`config.mk`:
```
export PLATFORM = sky130hd
export DESIGN_NAME = fpu_param
export DESIGN_NICKNAME = d
export VERILOG_FILES = /design/src/rtl/fpu_param.sv
export SDC_FILE = /design/constraint.sdc
export NUM_CORES = 1
export LEC_CHECK = 0
export ABC_AREA = 0
export CAP_MARGIN = 20
export CORE_ASPECT_RATIO = 1.75
export CORE_MARGIN = 2
export CORE_UTILIZATION = 55
export CTS_BUF_LIST = sky130_fd_sc_hd__clkbuf_8 sky130_fd_sc_hd__clkbuf_16
export DETAILED_ROUTE_END_ITERATION = 16
export PLACE_DENSITY_LB_ADDON = 0.1
export SLEW_MARGIN = 20
export SYNTH_ARGS = -nofsm -noshare
export SYNTH_HDL_FRONTEND = slang
export SYNTH_SLANG_ARGS = --single-unit
```
`constraint.sdc`:
```
create_clock -name i_clk -period 5.8 [get_ports i_clk]
set_clock_uncertainty 0.2 [all_clocks]
set_input_delay 0.87 -clock i_clk [delete_from_list [all_inputs] [get_ports i_clk]]
set_output_delay 0.87 -clock i_clk [all_outputs]
set_load 0.02 [all_outputs]
```
`src/rtl/fpu_param.sv`:
```
// Multi-cycle IEEE-style add/sub/mul with RNE rounding; one operation in flight, start sampled only in IDLE.
// Latency (edges, accepting edge included): add/sub 5, mul MAN_W+5; i_start is ignored while busy or in DONE.
module fpu_param #(
  parameter int EXP_W = 8,
  parameter int MAN_W = 23
) (
  input  logic                   i_clk,
  input  logic                   i_rst,
  input  logic                   i_start,
  input  logic [1:0]             i_op,
  input  logic [EXP_W+MAN_W:0]   i_a,
  input  logic [EXP_W+MAN_W:0]   i_b,
  output logic [EXP_W+MAN_W:0]   o_r,
  output logic                   o_done,
  output logic                   o_busy,
  output logic                   o_overflow,
  output logic                   o_underflow,
  output logic                   o_invalid
);

  localparam int W   = EXP_W + MAN_W + 1;
  localparam int SW  = MAN_W + 4;
  localparam int XW  = EXP_W + 2;
  localparam int N   = MAN_W + 1;
  localparam int CW  = $clog2(N + 1);
  localparam int LZW = $clog2(SW + 1);

  localparam logic [EXP_W-1:0] EMAX = '1;
  localparam logic [XW-1:0]    BIAS = XW'((1 << (EXP_W - 1)) - 1);
  localparam logic [W-1:0]     QNAN = {1'b0, EMAX, 1'b1, {(MAN_W-1){1'b0}}};

  localparam logic [2:0] S_IDLE   = 3'd0;
  localparam logic [2:0] S_UNPACK = 3'd1;
  localparam logic [2:0] S_EXEC   = 3'd2;
  localparam logic [2:0] S_NORM   = 3'd3;
  localparam logic [2:0] S_ROUND  = 3'd4;
  localparam logic [2:0] S_DONE   = 3'd5;

  logic [2:0]      r_state;
  logic [W-1:0]    r_a, r_b;
  logic [1:0]      r_op;
  logic            r_mul, r_sign, r_esub, r_spec, r_spec_inv, r_zero;
  logic [W-1:0]    r_spec_res;
  logic [XW-1:0]   r_exp;
  logic [SW-1:0]   r_big, r_small;
  logic [N-1:0]    r_mcand, r_mplier;
  logic [2*N-1:0]  r_prod;
  logic [CW-1:0]   r_cnt;
  logic [SW:0]     r_man;

  logic             w_sa, w_sb, w_sbe, w_za, w_zb, w_ia, w_ib, w_na, w_nb, w_a_ge;
  logic [EXP_W-1:0] w_ea, w_eb, w_ebig, w_esml, w_d;
  logic [MAN_W-1:0] w_fa, w_fb, w_fbig, w_fsml;
  logic [SW-1:0]    w_ssml, w_shifted, w_aligned;
  logic             w_lost;
  logic [XW-1:0]    w_mexp;
  logic             w_spec, w_spec_inv;
  logic [W-1:0]     w_spec_res;

  assign w_sa  = r_a[W-1];
  assign w_ea  = r_a[W-2:MAN_W];
  assign w_fa  = r_a[MAN_W-1:0];
  assign w_sb  = r_b[W-1];
  assign w_eb  = r_b[W-2:MAN_W];
  assign w_fb  = r_b[MAN_W-1:0];
  assign w_sbe = w_sb ^ (r_op == 2'b01);
  assign w_za  = (w_ea == '0);
  assign w_zb  = (w_eb == '0);
  assign w_ia  = (w_ea == EMAX) && (w_fa == '0);
  assign w_ib  = (w_eb == EMAX) && (w_fb == '0);
  assign w_na  = (w_ea == EMAX) && (w_fa != '0);
  assign w_nb  = (w_eb == EMAX) && (w_fb != '0);

  assign w_a_ge = (r_a[W-2:0] >= r_b[W-2:0]);
  assign w_ebig = w_a_ge ? w_ea : w_eb;
  assign w_esml = w_a_ge ? w_eb : w_ea;
  assign w_fbig = w_a_ge ? w_fa : w_fb;
  assign w_fsml = w_a_ge ? w_fb : w_fa;
  assign w_d    = w_ebig - w_esml;
  assign w_ssml = {1'b1, w_fsml, 3'b000};
  assign w_mexp = {2'b00, w_ea} + {2'b00, w_eb} - BIAS;

  // Alignment shift of the smaller operand; everything shifted out lands in sticky.
  always_comb begin
    w_shifted = '0;
    w_lost    = 1'b0;
    if (int'(w_d) >= MAN_W + 3) begin
      w_aligned = SW'(1);
    end else begin
      w_shifted = w_ssml >> w_d;
      w_lost    = |(w_ssml & ~({SW{1'b1}} << w_d));
      w_aligned = {w_shifted[SW-1:1], w_shifted[0] | w_lost};
    end
  end

  always_comb begin
    w_spec     = 1'b1;
    w_spec_inv = 1'b0;
    w_spec_res = '0;
    if (r_op == 2'b11 || w_na || w_nb) begin
      w_spec_res = QNAN;
      w_spec_inv = 1'b1;
    end else if (r_op == 2'b10) begin
      if ((w_ia && w_zb) || (w_za && w_ib)) begin
        w_spec_res = QNAN;
        w_spec_inv = 1'b1;
      end else if (w_ia || w_ib) w_spec_res = {w_sa ^ w_sb, EMAX, {MAN_W{1'b0}}};
      else if (w_za || w_zb)     w_spec_res = {w_sa ^ w_sb, {(W-1){1'b0}}};
      else                       w_spec     = 1'b0;
    end else begin
      if (w_ia && w_ib && (w_sa != w_sbe)) begin
        w_spec_res = QNAN;
        w_spec_inv = 1'b1;
      end else if (w_ia)         w_spec_res = {w_sa, EMAX, {MAN_W{1'b0}}};
      else if (w_ib)             w_spec_res = {w_sbe, EMAX, {MAN_W{1'b0}}};
      else if (w_za && w_zb)     w_spec_res = {w_sa & w_sbe, {(W-1){1'b0}}};
      else if (w_za)             w_spec_res = {w_sbe, r_b[W-2:0]};
      else if (w_zb)             w_spec_res = r_a;
      else                       w_spec     = 1'b0;
    end
  end

  logic [N:0]     w_pacc;
  logic [SW:0]    w_nin;
  logic [LZW-1:0] w_lz;
  logic           w_lz_found;

  assign w_pacc = {1'b0, r_prod[2*N-1:N]} + {1'b0, (r_mplier[0] ? r_mcand : {N{1'b0}})};
  // Product bits map onto the sum layout: {2^1, 2^0, fraction, G, R} plus folded sticky.
  assign w_nin  = r_mul ? {r_prod[2*N-1:MAN_W-2], |r_prod[MAN_W-3:0]} : r_man;

  always_comb begin
    w_lz       = '0;
    w_lz_found = 1'b0;
    for (int i = SW - 1; i >= 0; i--) begin
      if (!w_lz_found && w_nin[i]) begin
        w_lz       = LZW'(SW - 1 - i);
        w_lz_found = 1'b1;
      end
    end
  end

  logic             w_inc, w_ovf, w_unf, w_inv;
  logic [MAN_W+1:0] w_rsig;
  logic [XW-1:0]    w_rexp;
  logic [MAN_W-1:0] w_rfrac;
  logic [W-1:0]     w_res;

  assign w_inc   = r_man[2] & (r_man[1] | r_man[0] | r_man[3]);
  assign w_rsig  = {1'b0, r_man[SW-1:3]} + {{(MAN_W+1){1'b0}}, w_inc};
  assign w_rexp  = r_exp + {{(XW-1){1'b0}}, w_rsig[MAN_W+1]};
  assign w_rfrac = w_rsig[MAN_W+1] ? w_rsig[MAN_W:1] : w_rsig[MAN_W-1:0];

  always_comb begin
    w_res = {r_sign, w_rexp[EXP_W-1:0], w_rfrac};
    w_ovf = 1'b0;
    w_unf = 1'b0;
    w_inv = 1'b0;
    if (r_spec) begin
      w_res = r_spec_res;
      w_inv = r_spec_inv;
    end else if (r_zero) begin
      w_res = '0;
    end else if (!w_rexp[XW-1] && (w_rexp >= {2'b00, EMAX})) begin
      w_res = {r_sign, EMAX, {MAN_W{1'b0}}};
      w_ovf = 1'b1;
    end else if (w_rexp[XW-1] || (w_rexp == '0)) begin
      w_res = {r_sign, {(W-1){1'b0}}};
      w_unf = 1'b1;
    end
  end

  always_ff @(posedge i_clk) begin
    if (i_rst) begin
      r_state <= S_IDLE;
      r_a <= '0; r_b <= '0; r_op <= '0;
      r_mul <= 1'b0; r_sign <= 1'b0; r_esub <= 1'b0; r_zero <= 1'b0;
      r_spec <= 1'b0; r_spec_inv <= 1'b0; r_spec_res <= '0;
      r_exp <= '0; r_big <= '0; r_small <= '0; r_man <= '0;
      r_mcand <= '0; r_mplier <= '0; r_prod <= '0; r_cnt <= '0;
      o_r <= '0; o_done <= 1'b0; o_busy <= 1'b0;
      o_overflow <= 1'b0; o_underflow <= 1'b0; o_invalid <= 1'b0;
    end else begin
      case (r_state)
        S_IDLE: if (i_start) begin
          r_a     <= i_a;
          r_b     <= i_b;
          r_op    <= i_op;
          o_busy  <= 1'b1;
          r_state <= S_UNPACK;
        end
        S_UNPACK: begin
          r_spec     <= w_spec;
          r_spec_inv <= w_spec_inv;
          r_spec_res <= w_spec_res;
          r_mul      <= (r_op == 2'b10);
          r_esub     <= (w_sa != w_sbe);
          r_big      <= {1'b1, w_fbig, 3'b000};
          r_small    <= w_aligned;
          r_mcand    <= {1'b1, w_fa};
          r_mplier   <= {1'b1, w_fb};
          r_prod     <= '0;
          r_cnt      <= '0;
          if (r_op == 2'b10) begin
            r_sign <= w_sa ^ w_sb;
            r_exp  <= w_mexp;
          end else begin
            r_sign <= w_a_ge ? w_sa : w_sbe;
            r_exp  <= {2'b00, w_ebig};
          end
          r_state <= S_EXEC;
        end
        S_EXEC: begin
          if (!r_mul) begin
            r_man   <= r_esub ? ({1'b0, r_big} - {1'b0, r_small}) : ({1'b0, r_big} + {1'b0, r_small});
            r_state <= S_NORM;
          end else begin
            r_prod   <= {w_pacc, r_prod[N-1:1]};
            r_mplier <= r_mplier >> 1;
            r_cnt    <= r_cnt + CW'(1);
            if (r_cnt == CW'(N - 1)) r_state <= S_NORM;
          end
        end
        S_NORM: begin
          r_zero <= (w_nin == '0);
          if (w_nin[SW]) begin
            r_man <= {1'b0, w_nin[SW:2], w_nin[1] | w_nin[0]};
            r_exp <= r_exp + XW'(1);
          end else begin
            r_man <= w_nin << w_lz;
            r_exp <= r_exp - XW'(w_lz);
          end
          r_state <= S_ROUND;
        end
        S_ROUND: begin
          o_r         <= w_res;
          o_overflow  <= w_ovf;
          o_underflow <= w_unf;
          o_invalid   <= w_inv;
          o_done      <= 1'b1;
          o_busy      <= 1'b0;
          r_state     <= S_DONE;
        end
        S_DONE: begin
          o_done  <= 1'b0;
          r_state <= S_IDLE;
        end
        default: r_state <= S_IDLE;
      endcase
    end
  end

endmodule

```
Yosys cells after proc, flatten, opt, wreduce, memory -nomap -nowiden
Index checks and enable logic that the tools add are counted.
{"block": "word_totals", "register_bits": 334, "latchBits": 0, "mem_count": 0, "mem_bits_rw": 0, "wordCells": 278, "out_inout_bits": 37, "rom_bits": 0}
{"block": "op_classes", "n_eq_ne": 16, "magnitude_cmp": 3, "mul": 0, "muxes": 120, "n_reduce_logical": 90, "n_div": 0, "n_addsub": 11, "bitwise_logic": 10, "n_shift": 3}
{"op": "$mux 32", "count": 13}
{"op": "$mux 5", "count": 26}
{"op": "$mux 28", "count": 4}
{"op": "$pmux 48 s2", "count": 1}
{"op": "$mux 23", "count": 3}
{"op": "$mux 31", "count": 2}
{"op": "$pmux 28 s2", "count": 1}
{"op": "$mux 1", "count": 53}
{"op": "$mux 24", "count": 2}
{"op": "$mux 48", "count": 1}
{"op": "$pmux 24 s2", "count": 1}
{"op": "$logic_not 23->1", "count": 2}
{"op": "$reduce_bool 23->1", "count": 2}
{"op": "$logic_and 1x1->1", "count": 36}
{"op": "$ge 31x31->1", "count": 1}
{"op": "$add 27x27->28", "count": 1}
{"op": "$logic_not 28->1", "count": 1}
{"op": "$shl 28x5->28", "count": 1}
{"op": "$sub 27x27->28", "count": 1}
{"op": "$and 27x27->27", "count": 1}
{"op": "$logic_not 1->1", "count": 27}
{"op": "$mux 27", "count": 1}
{"op": "$not 27->27", "count": 1}
{"op": "$reduce_or 27->1", "count": 1}
{"op": "40 further kinds", "count": 70}

Longest topological paths before layout
{"block": "depth", "word_depth": 84, "depth_mapped": 29}

Least setup slack after synthesis
OpenSTA, ideal clock, no wires.
{"block": "synth_path", "path_kind": "flip-flop to flip-flop", "startpoint": "register r_b[10]", "endpoint": "register r_small[0]", "path_slack_ns": 0.119, "arrival_ns": 5.344, "setup_time_ns": 0.136, "n_path_buf": 6, "stages_incl_launch_ff": 25, "required_time_ns": 5.464, "path_cell_list": "dfxtp_1 clkbuf_1 inv_1 ha_1 a21oi_1 o21ai_0 a2111o_1 o21a_1 buf_6 nor2_4 buf_2 clkbuf_1 clkbuf_1 buf_1 a21oi_1 ha_1 o31a_2 o311ai_4 a31oi_1 nor4b_4 or2_2 o2111ai_1 a21o_1 nor4_2 a221oi_2"}
{"block": "synth_between", "elab_chain_len": 9, "word_cells_on_any_way": 13, "cone_classes": "add/sub: 1; order compare: 2; shift: 2; mux: 4; bitwise: 3; reduce/logical: 1"}
{"element": "from (decl)", "line_no": "40", "source": "logic [W-1:0] r_a, r_b;"}
{"element": "from (signal assigned)", "line_no": "187", "source": "r_b <= i_b;"}
{"element": "$ge 31x31->1", "line_no": "74", "source": "assign w_a_ge = (r_a[W-2:0] >= r_b[W-2:0]);"}
{"element": "$mux 8, on equally long branches", "line_no": "75, 76"}
{"element": "$sub 8x8->8", "line_no": "79", "source": "assign w_d = w_ebig - w_esml;"}
{"element": "$shl 27x8->27", "line_no": "91", "source": "w_lost = |(w_ssml & ~({SW{1'b1}} << w_d));"}
{"element": "$not 27->27", "line_no": "91"}
{"element": "$and 27x27->27", "line_no": "91"}
{"element": "$reduce_or 27->1", "line_no": "91"}
{"element": "$or 1x1->1", "line_no": "92", "source": "w_aligned = {w_shifted[SW-1:1], w_shifted[0] | w_lost};"}
{"element": "$mux 27 (*)", "line_no": "87", "source": "if (int'(w_d) >= MAN_W + 3) begin"}
{"element": "to (signal assigned)", "line_no": "199", "source": "r_small <= w_aligned;"}
{"element": "to (decl)", "line_no": "45", "source": "logic [SW-1:0] r_big, r_small;"}
Mark *: on every way between the ends. The rest lies on a longest branch, timed or not.
A chain may end at the register's enable or synchronous reset.

Worst setup path after layout
{"block": "layout_path", "startpoint": "register r_b[26]", "endpoint": "register r_small[0]"}
The elaborated chain is that of the path after synthesis.

==> flow_summary.toml <==
[placed_design]
gp_congestion = 1.01
io_buffers = 105
hpwl_mm = 69.9

[drt]
drtAntennaViolNets = 0
remaining_drc_errors = 0
routed_wl_mm = 93.4
first_pass_iters = 9
routed_via_density = 6.60
wl_per_cell_um = 25.1
vias = 24499
drt_iter0_drc = 2669

[clock_network]
cts_buffer_depth = 3
cts_tree = "done"
clockRootBuffer = "clkbuf_16"
clock_sinks = 333
post-cts-setup-buffers = 0
cts_hold_buf = 0
path_clk_slew_ps = 70
h-tree-depth = 2
cts_buffers = 35
clkLatencyLatePin_ps = 550

[yosys]
ys.flop_type = "dfxtp_1"
syn-cell-area_um2 = 23100
syn_nets = 3250
ys_seq_area_frac = 0.289
avgSynthCellArea_um2 = 7.58
synthMostInstantiatedCell = "nand2_1"
netlist.area_leader.share = 0.289
synth_area_leader_cell = "dfxtp_1"
synth_edf_count = 0
synth_seq_cells = 333
synthDistinctLibCells = 99
syn-instance-count = 3041
yosys_warnings = 0
async_reset_ff_frac = 0
synth_area_leaders = "dfxtp_1, ha_1, nand2_1, a21oi_1, mux2i_1"
synthTopCellsByCount = "nand2_1, dfxtp_1, a21oi_1"

[timing]
finalCriticalPeriod_ps = 5440
rsz0062_at_grt = "no"
relSlewSlack = 0.267
hold_viol = 0
fin_crit_sh = 0.938
finalMaxSlewViolations = 0
tns_ps = 0
worstMarginPinSlew_ps = 1100
setup_viol = 0
holdWs_ps = 253
timing.fmax_mhz = 184

[worst_setup_path]
startpoint_type = "flop"
worst_setup_path_end_kind = "flop"
path_class = "reg2reg"
path_cells = "inv_1 > ha_1 > nand4_1 > nor3_1 > a22oi_1 > and2_0 > a211oi_1 > a21oi_1 > ha_1 > o31a_2 > o311ai_4 > a31oi_1 > nor4b_4 > or2_2 > o2111ai_1 > a21o_1 > nor4_2 > a221oi_2"
critPathSlowestCell = "dfxtp_1"
path_max_fanout = 13
critical_path_required_ps = 5980
cp.arrival_ps = 5620
slowest_delay_ps = 480
cpMostUsedCell = "ha_1"

[cells_and_area]
n_fill_cell = 3657
final_layout_size_suffix_gt1_frac = 0.0896
fin_nets = 3342
area_growth_syn_to_layout_pct = 14.7

[grt]
grt_max_degree = 88
grtUsageTotal = 0.415
grt_pass1_wl_mm = 140
grt_pass1_vias = 23648
overflow = 0
antenna_found_initial = 3

[die]
initial_core_util = 0.556
die_h_um = 275
dieArea_um2 = 43700
die_x_um = 159
num_io_pins = 106
rows = 99
core_region_area_um2 = 41500

[power_and_ir_drop]
power.total_uw = 9540
p_per_area_nw_per_um2 = 360
ir_drop_mv = 0.533
p_leak_uw = 0.0106

[min_path]
hold_path_class = "reg2reg"

[outcome]
status = "complete, no violations"

[flow_run]
cap_violations = 0
-- worst paths after layout --
| check | endpoint | startpoint | slack, ps | depth (start not counted) |
|---|---|---|---|---|
| max | r_small[0] | r_b[26] | 360 | 18 |
| min | r_mcand[5] | r_mcand[5] | 250 | 2 |
| max reg2reg | r_small[0] | r_b[26] | 360 | 18 |
| min reg2reg | r_mcand[5] | r_mcand[5] | 250 | 2 |
-- layout make-up --
class,count,area (um2),area share
timing repair buffer,263,2270,0.0856
sequential,333,6670,0.252
tap,555,694,0.0262
clock buffer,38,917,0.0347
antenna,1,2.50,0.0000945
multi-input combinational,2377,15100,0.572
inverter,123,462,0.0174
clock inverter,24,310,0.0117
-- power by group --
part           internal (uW)  switching, uW  leakage (uW)
sequential              2420            163       0.00270
combinational           1600           2910       0.00726
clock                   1430           1020      0.000617
-- sequential cells by signal (all words and copies together) (netlist names), 2 cells and up --
name and cells:
r_mplier 24, r_cnt 5, r_a 32, r_small 27, r_spec_res 32, r_exp 10
r_big 23, r_op 2, o_r 32, r_prod 48, r_mcand 24, r_b 32
r_man 28, r_state 3
-- repair_timing --
| action | in CTS | in global routing |
|---|---|---|
| resized for setup | 0 | 2 |
| hold endpoints to repair | 0 | 0 |
| endpoints found under the setup margin | 0 | 5 |
-- critical path: cells and delay by family (launching register included) --
kind	cells	cell delay (ps)
and+or+nand+nor	6	1870
AOI/OAI and AO/OA	9	1840
adders and majority gates	2	700
DFF	1	480
buffers and inverters	1	150
-- through the flow --
step / worst slack, ps / area (um2) / util / std cells
after global routing: 21.7 / 26500 / 0.638 / 3713
after CTS: 417 / 26500 / 0.638 / 3713
after detailed placement: 482 / 25200 / 0.608 / 3651
final: 357 / 26500 / 0.638 / 3714
after floorplan: 119 / 23100 / - / 3041
after global placement: 424 / 25200 / 0.608 / 3651
-- kinds of logic after synthesis --
group | after synthesis | synth area share
AOI/OAI and AO/OA | 913 | 0.256
xor gates and xnor gates | 91 | 0.0349
adders and majority gates | 140 | 0.0772
buffers and inverters | 331 | 0.0585
DFF | 333 | 0.289
muxes | 163 | 0.0734
and+or+nand+nor | 1070 | 0.211
-- placed cells by master (no fill, tap or decap), types with 30 or more instances in the layout --
cell | synthesis | layout
clkdlybuf4s50_1 | 0 | 104
a211oi_1 | 33 | 33
a21oi_1 | 302 | 302
buf_4 | 5 | 156
inv_1 | 122 | 127
nor2_1 | 253 | 247
xor2_1 | 30 | 30
dfxtp_1 | 333 | 332
clkbuf_16 | 0 | 35
a31oi_1 | 30 | 30
nand3_1 | 72 | 72
a311oi_1 | 31 | 31
nand2_1 | 450 | 450
ha_1 | 136 | 135
a22oi_1 | 90 | 90
o21ai_0 | 168 | 168
mux2i_1 | 149 | 148
and2_1 | 38 | 38
nor3_1 | 81 | 80
xnor2_1 | 60 | 58
-- per-layer routing --
layer,GRT usage,share of wire
met4,0.381,0.11
met2,0.735,0.48
met5,0,0.00030
met1,0.416,0.33
met3,0.0731,0.074
(Power assumes the default switching activity.)
